## src/rtl/demux_tree.sv

```systemverilog
// rtl/demux_tree.sv - buffered 1-to-4 demultiplexer with per-lane valid/ready output registers
//
// Routes one upstream word into one of four single-entry output lanes. The lane
// is chosen by priority decode of the selects: s3 wins over s2, s2 wins over s1,
// and no select chooses lane 0. A full lane that is not being drained
// back-pressures only the words that are aimed at it.
//
// Optional feature macro: DEMUX_TREE_STATS_EN (adds saturating per-lane accept counters)
//
// Ports:
//   clock                 in   rising-edge clock
//   reset                 in   asynchronous active-high reset
//   io_in_valid           in   upstream word valid
//   io_in_ready           out  word can be accepted into the selected lane this cycle
//   io_in_bits            in   upstream data word [DATA_W]
//   io_s1/io_s2/io_s3     in   lane selects, s3 highest priority
//   io_out_N_valid        out  lane N holds a word (N = 0..3)
//   io_out_N_ready        in   downstream lane N accepts the word
//   io_out_N_bits         out  lane N data word [DATA_W]
//   io_cnt_N              out  lane N accepted-transfer count [CNT_W] (DEMUX_TREE_STATS_EN only)

module demux_tree #(
   parameter int DATA_W = 8,
   parameter int CNT_W  = 16
) (
   input  logic              clock,
   input  logic              reset,
   input  logic              io_in_valid,
   output logic              io_in_ready,
   input  logic [DATA_W-1:0] io_in_bits,
   input  logic              io_s1,
   input  logic              io_s2,
   input  logic              io_s3,
   output logic              io_out_0_valid,
   input  logic              io_out_0_ready,
   output logic [DATA_W-1:0] io_out_0_bits,
   output logic              io_out_1_valid,
   input  logic              io_out_1_ready,
   output logic [DATA_W-1:0] io_out_1_bits,
   output logic              io_out_2_valid,
   input  logic              io_out_2_ready,
   output logic [DATA_W-1:0] io_out_2_bits,
   output logic              io_out_3_valid,
   input  logic              io_out_3_ready,
   output logic [DATA_W-1:0] io_out_3_bits
`ifdef DEMUX_TREE_STATS_EN
   ,
   output logic [CNT_W-1:0]  io_cnt_0,
   output logic [CNT_W-1:0]  io_cnt_1,
   output logic [CNT_W-1:0]  io_cnt_2,
   output logic [CNT_W-1:0]  io_cnt_3
`endif
);

   logic [1:0]        sel;
   logic [3:0]        out_ready;
   logic              accept;

   logic [3:0]        valid_q;
   logic [3:0]        valid_d;
   logic [DATA_W-1:0] bits_q [4];
   logic [DATA_W-1:0] bits_d [4];

   // Same priority encoding as the matching 4:1 mux tree.
   always_comb begin
      sel = 2'd0;
      if (io_s3) begin
         sel = 2'd3;
      end else if (io_s2) begin
         sel = 2'd2;
      end else if (io_s1) begin
         sel = 2'd1;
      end
   end

   assign out_ready = {io_out_3_ready, io_out_2_ready, io_out_1_ready, io_out_0_ready};

   // Ready depends only on lane state, selects and downstream ready, never on
   // io_in_valid, so upstream may wait for ready before raising valid.
   assign io_in_ready = !valid_q[sel] || out_ready[sel];
   assign accept      = io_in_valid && io_in_ready;

   // Per-lane EMPTY/FULL tracking. A drain clears the lane, but an accept on the
   // same edge refills it, which gives one word per cycle per lane.
   always_comb begin
      valid_d = valid_q;
      for (int i = 0; i < 4; i++) begin
         bits_d[i] = bits_q[i];
         if (valid_q[i] && out_ready[i]) begin
            valid_d[i] = 1'b0;
         end
         if (accept && (sel == 2'(i))) begin
            valid_d[i] = 1'b1;
            bits_d[i]  = io_in_bits;
         end
      end
   end

   always_ff @(posedge clock or posedge reset) begin
      if (reset) begin
         valid_q <= 4'b0000;
         for (int i = 0; i < 4; i++) begin
            bits_q[i] <= '0;
         end
      end else begin
         valid_q <= valid_d;
         for (int i = 0; i < 4; i++) begin
            bits_q[i] <= bits_d[i];
         end
      end
   end

   assign io_out_0_valid = valid_q[0];
   assign io_out_1_valid = valid_q[1];
   assign io_out_2_valid = valid_q[2];
   assign io_out_3_valid = valid_q[3];
   assign io_out_0_bits  = bits_q[0];
   assign io_out_1_bits  = bits_q[1];
   assign io_out_2_bits  = bits_q[2];
   assign io_out_3_bits  = bits_q[3];

`ifdef DEMUX_TREE_STATS_EN
   logic [CNT_W-1:0] cnt_q [4];
   logic [CNT_W-1:0] cnt_d [4];

   // Counters stick at all-ones rather than wrapping.
   always_comb begin
      for (int i = 0; i < 4; i++) begin
         cnt_d[i] = cnt_q[i];
         if (accept && (sel == 2'(i)) && (cnt_q[i] != {CNT_W{1'b1}})) begin
            cnt_d[i] = cnt_q[i] + CNT_W'(1);
         end
      end
   end

   always_ff @(posedge clock or posedge reset) begin
      if (reset) begin
         for (int i = 0; i < 4; i++) begin
            cnt_q[i] <= '0;
         end
      end else begin
         for (int i = 0; i < 4; i++) begin
            cnt_q[i] <= cnt_d[i];
         end
      end
   end

   assign io_cnt_0 = cnt_q[0];
   assign io_cnt_1 = cnt_q[1];
   assign io_cnt_2 = cnt_q[2];
   assign io_cnt_3 = cnt_q[3];
`endif

endmodule

```

## config.mk

```make
export PLATFORM = sky130hd
export DESIGN_NAME = demux_tree
export DESIGN_NICKNAME = d
export VERILOG_FILES = /design/src/rtl/demux_tree.sv
export SDC_FILE = /design/constraint.sdc
export NUM_CORES = 1
export LEC_CHECK = 0
export CAP_MARGIN = 10
export CORE_MARGIN = 8
export CORE_UTILIZATION = 32
export CTS_CLUSTER_DIAMETER = 120
export DETAILED_ROUTE_END_ITERATION = 7
export PLACE_DENSITY = 0.7
export SYNTH_ARGS = -nofsm -noshare
export SYNTH_HDL_FRONTEND = slang
export SYNTH_SLANG_ARGS = --single-unit
```

## constraint.sdc

```tcl
create_clock -name clock -period 1.8 [get_ports clock]
set_input_delay 0.45 -clock clock [delete_from_list [all_inputs] [get_ports clock]]
set_output_delay 0.45 -clock clock [all_outputs]
set_load 0.01 [all_outputs]
```

==> results of run 1 <==
[flip-flops by register name, summed over array words and instances (netlist names)]
name / flops
io_out_1_bits: 8
valid_q: 4
io_out_3_bits: 8
io_out_2_bits: 8
io_out_0_bits: 8
[power groups by stage]
stage          Clock (W)  Combinational, W  Sequential, W
2_1_floorplan          0          0.000183        0.00114
3_3_place_gp           0          0.000702        0.00106
3_5_place_dp           0          0.000719        0.00107
4_1_cts         0.000598          0.000717        0.00105
5_1_grt         0.000639          0.000752        0.00107
6_report        0.000576          0.000701        0.00105
[how the worst min path moves through the flow]
stage / slack [ps] / to
CTS: 510 / io_out_0_bits[2]
finish: 500 / valid_q[3]
global placement: 490 / io_out_1_bits[7]
detailed placement: 490 / io_out_0_bits[2]
floorplan: 550 / valid_q[2]
global route: 510 / valid_q[3]
[through the flow]
step,TNS (ps),instance area (um2)
6_report,0,2250
5_1_grt,0,2250
4_1_cts,0,2250
3_5_place_dp,-10430,2160
3_3_place_gp,-8790,2160
2_1_floorplan,0,1450
[area by class of cell]
type / count / share of cell area (%)
sequential: 36 / 40.0
tap: 52 / 2.89
clock buffer: 8 / 4.00
inverter: 5 / 0.833
timing repair buffer: 68 / 28.2
multi-input combinational: 55 / 24.2
[cells in the final DEF (no fill, tap or decap), drive strengths merged, types with 3 or more instances in the layout]
cell type	synthesis	layout
mux2	32	32
nand2	4	4
buf	0	16
dfrtp	36	36
dlymetal6s2s	0	4
clkbuf	0	10
a21oi	3	3
clkdlybuf4s50	0	45
inv	5	5
[routing by layer]
layer / track usage, % / up-vias / share of wire, % / routed length (um)
met5: 0 / - / 0 / 0
met3: 6.05 / 6 / 9.1 / 362
met4: 4.31 / 0 / 1.4 / 54
met2: 18.8 / 44 / 48 / 1910
met1: 13.6 / 537 / 42 / 1660
li1: - / 492 / - / -
[repair_timing]
item                                    4_1_cts  5_1_grt
buffers inserted                              0        0
endpoints found under the setup margin       24        3
pin swaps                                     2        2
resized for setup                            11       10
hold endpoints to repair                      0        0
[critical path, cell delays in order]
cell	delay, ps
clkdlybuf4s50_1	440
a22oi_1	160
o221ai_1	120
buf_2	150
[cells by family (layout without fill, tap and decap cells)]
logic type / after synthesis / after routing
buffers and inverters: 5 / 81
multiplexers: 32 / 32
flip-flops: 36 / 36
AO/OA/AOI/OAI: 9 / 9
AND/OR/NAND/NOR: 14 / 14
==> impl_metrics.csv, run 1 <==
group,metric,value,unit
outcome,status,"finished, final reports clean",
finish,final_nets,189,
synthesis,async_flop_share,100,%
finish,final-seq-area,901,um2
power,total_power,0.00233,W
synthesis,synth-main-ff-cell,"dfrtp_1",
synthesis,synth_area_leaders,"dfrtp_1 (62%), mux2_2 (25%), a21oi_4 (2.2%)",
timing,hold_viol,0,
power,power_frac_clock,24.7,%
synthesis,synthAdderAreaFrac,0,%
finish,layout.cells.non_filler,224,
floorplan,die_y,83.4,um
clocking,postCtsHoldBufs,0,
timing,drv_slew,0,
power,p_sw_share,26.3,%
grt,grt_pass1_wl,6.52,mm
setup_path,path_class,"in2out",
synthesis,avgSynthCellArea,15.1,um2
power,leakagePower,1.02,nW
place,place.gp.congestion,0.891,
power,powerDensity,1030,nW/um2
power,cellInternalPower,0.00172,W
grt,antenna_found_initial,0,
grt,grt_pass1_vias,1173,
setup_path,r2r_slack,360,ps
power,seqPwrFrac,45.2,%
setup_path,r2r-start,"valid_q[1]",
route,drt-total-wl,3.98,mm
timing,grt_setup_unrepaired,"no",
clocking,cts.sinks,36,
synthesis,synthSimpleGateAreaFrac,6.29,%
power,p_switching,0.000612,W
synthesis,ys_warn_count,0,
synthesis,yosysMostFrequentCell,"dfrtp_1",
hold_path,min_path_type,"in2reg",
hold_path,hold_start,"io_out_3_ready",
timing,layout_setup_ws,22.6,ps
synthesis,yosysSeqAreaShare,62.0,%
clocking,path_clk_slew,60,ps
setup_path,end_kind,"output port",
route,via_count,1079,
setup_path,critPathMaxFanout,2,
route,first_pass_iters,4,
place,port_buffers,54,
timing,hold-worst-slack,501,ps
job,drv_cap,0,
finish,antenna_cells,0,
synthesis,ys_ff_latch,36,
timing,skew,3.96,ps
clocking,cts_max_path_buffers,2,
synthesis,yosys.area.top_type,"dfrtp_1",
synthesis,ys_types,17,
finish,multi_input_area,544,um2
route,antenna_left,0,
synthesis,yosys.area_share.xor_xnor,0,%
synthesis,synthesis.area,1450,um2
finish,fillers,386,
clocking,clockRootBuffer,"clkbuf_8",
clocking,worst_skew_pair.late_latency,290,ps
setup_path,startpoint,"io_out_0_ready",
finish,area_delta_synth_final,55.1,%
timing,final-setup-viol-count,0,
timing,max_freq,0.563,GHz
finish,postLayoutCoreUtil,51.8,%
floorplan,ios,55,
route,drc,0,
timing,period_minus_slack,1780,ps
place,pre_cts_slack,-679,ps
grt,overflow,0,
grt,grt_start_max_net_pins,37,
place,hpwlAfterDp,2.98,mm
timing,finalCritPeriodShare,98.7,%
synthesis,synth_top_family_by_area,"multiplexers",
synthesis,synthMuxAreaShare,24.8,%
synthesis,synth_edf_count,0,
floorplan,initial_core_util,33.4,%
clocking,cts_tree,"built",
setup_path,start_kind,"input pin",
route,vias_per_cell,4.82,
grt,grt_usage,12.0,%
synthesis,ys_top_cells_by_count,"dfrtp_1 (36), mux2_2 (32), inv_1 (5)",
clocking,cts_buffers,5,
finish,drive_gt1_share,37.8,%
route,drt_iter0_markers,42,
floorplan,dieWidth,83.4,um
power,comb_power_share,30.1,%
setup_path,r2r-end,"io_out_1_bits[3]",
setup_path,cp-endpoint,"io_in_ready",
synthesis,netlist.area_leader.share,62.0,%
hold_path,hold_depth,3,
synthesis,synth_compound_area_share,5.60,%
setup_path,arrival,1330,ps
clocking,htreeDepth,2,
floorplan,rows,24,
timing,slew_headroom,70.4,%
power,peakVddDrop,0.430,mV
floorplan,dieArea,6950,um2
synthesis,synth_cells,96,
route,wire_per_inst,17.8,um
timing,tightest_slew,443,ps
synthesis,syn-num-nets,114,
setup_path,ff2ff_path_depth,3,
setup_path,critPathRequiredTime,1350,ps
floorplan,core,4350,um2
place,placed_cells,216,
No activity file was read; power rests on OpenSTA's default activity.
==> run 2, diff against run 1 <==
- PLACE_DENSITY: 0.7 -> 0.73
- TNS_END_PERCENT: not set -> 1
- clock period: 1.8 -> 1.5 ns (I/O delays scaled with it)
==> impl_metrics.csv, run 2 (same netlist as run 1, synthesis figures left out) <==
group,metric,value,unit
outcome,status,"finished, violations left",
outcome,violations,"negative setup slack",
power,total_power,0.00267,W
timing,layout_setup_ws,-63.0,ps
clocking,path_clk_slew,70,ps
setup_path,arrival,1190,ps
setup_path,max_stage_delay,360,ps
grt,grt_pass1_vias,1194,
route,antenna_left,0,
grt,grt_usage,11.4,%
finish,layout_common_cells,"dlygate4sd2_1 (37), dfrtp_1 (36), mux2_2 (32)",
grt,antenna_found_initial,0,
finish,layout.cells.non_filler,227,
place,placed_cells,218,
job,drv_cap,0,
grt,grt_pass1_wl,6.31,mm
setup_path,end_kind,"output port",
setup_path,worst-path-stages,4,
route,drt-total-wl,3.98,mm
floorplan,initial_core_util,33.4,%
floorplan,rows,24,
setup_path,critPathRequiredTime,1120,ps
timing,max_freq,0.640,GHz
clocking,htreeDepth,2,
place,port_buffers,54,
route,drt_iter0_markers,46,
route,wire_per_inst,17.6,um
power,powerDensity,1170,nW/um2
route,first_pass_iters,4,
setup_path,crit_slowest_cell,"dfrtp_1",
route,via_count,1074,
floorplan,ios,55,
setup_path,critPathMaxFanout,2,
place,hpwlAfterDp,3.00,mm
floorplan,core,4350,um2
timing,period_minus_slack,1560,ps
clocking,cts_tree,"built",
timing,grt_setup_unrepaired,"yes",
clocking,clockRootBuffer,"clkbuf_8",
setup_path,cp_top_family,"flip-flops",
setup_path,path_class,"reg2out",
timing,slew_headroom,81.9,%
finish,final_nets,192,
setup_path,ff2ff_path_depth,4,
floorplan,die_y,83.4,um
finish,drive_gt1_share,41.1,%
grt,overflow,0,
clocking,cts.sinks,36,
clocking,cts_buffers,5,
clocking,cts_max_path_buffers,2,
power,peakVddDrop,0.346,mV
floorplan,dieArea,6950,um2
setup_path,start_kind,"flip-flop",
clocking,worst_skew_pair.late_latency,280,ps
finish,final_common_cell,"dlygate4sd2_1",
timing,finalCritPeriodShare,104,%
setup_path,cp_cell_sequence,"nand3b_1, a21oi_2, o221ai_2, buf_2",
finish,antenna_cells,0,
timing,hold_viol,0,
route,drc,0,
timing,skew,4.69,ps
hold_path,min_path_type,"in2async",
floorplan,dieWidth,83.4,um
finish,area_delta_synth_final,57.1,%
route,vias_per_cell,4.73,
timing,drv_slew,0,
place,place.gp.congestion,0.869,
power,leakagePower,1.08,nW
timing,final-setup-viol-count,1,
grt,grt_start_max_net_pins,37,
timing,tightest_slew,272,ps
setup_path,critPathBufInv,1,
[run 2: metal layers]
layer  part of all wire, %  up-vias  GRT usage [%]
li1                      -      495              -
met1                    43      529           13.3
met2                    49       46           18.6
met3                   7.6        4           4.88
met4                  0.63        0           3.04
met5                     0        -              0
[run 2: worst paths after layout]
kind / startpoint / end / slack, ps
setup / recovery: valid_q[1] / io_in_ready / -60
hold / removal: reset / valid_q[1] / 450
setup reg to reg: valid_q[1] / io_out_1_bits[0] / 70
hold reg to reg: io_out_3_bits[1] / io_out_3_bits[1] / 500
max in group asynchronous: reset / io_out_1_bits[4] / 870
min in group clock: io_out_1_ready / valid_q[1] / 470
[run 2: timing repair]
action | CTS | global route
gates cloned | 0 | 0
endpoints found under the setup margin | 70 | 27
resized for setup | 53 | 12
hold buffers | 0 | 0
endpoints found under the hold margin | 0 | 0
setup buffers | 0 | 1
pin swaps | 3 | 4
[run 2: report_power, final]
group / internal, W / total, W / switching [W]
registers: 0.00116 / 0.00125 / 0.0000935
clock network: 0.000374 / 0.000690 / 0.000315
logic: 0.000408 / 0.000729 / 0.000321
[run 2: area by class of cell]
| class | instances | area, um2 |
|---|---|---|
| multi-input combinational | 55 | 572 |
| timing repair buffer | 71 | 636 |
| inverter | 5 | 18.8 |
| tap | 52 | 65.1 |
| sequential | 36 | 901 |
| clock buffer | 8 | 90.1 |
| fill | 393 | 2070 |
[run 2: per-stage QoR]
stage	cell area (um2)	worst slack [ps]	hold WS [ps]	TNS, ps	utilization (%)
after detailed placement	2200	-814	492	-16640	50.6
after CTS	2260	-162	451	-162	51.9
after global routing	2280	-117	491	-117	52.4
after floorplan	1450	177	471	0	-
final	2280	-63.0	449	-63.0	52.4
after global placement	2200	-763	487	-15870	50.6
[run 2: worst register-to-register path, delay by kind of cell (launching register included)]
family / cells / cell delay (ps)
buf+inv: 1 / 110
mux: 1 / 360
flops: 1 / 360
simple gates: 2 / 480
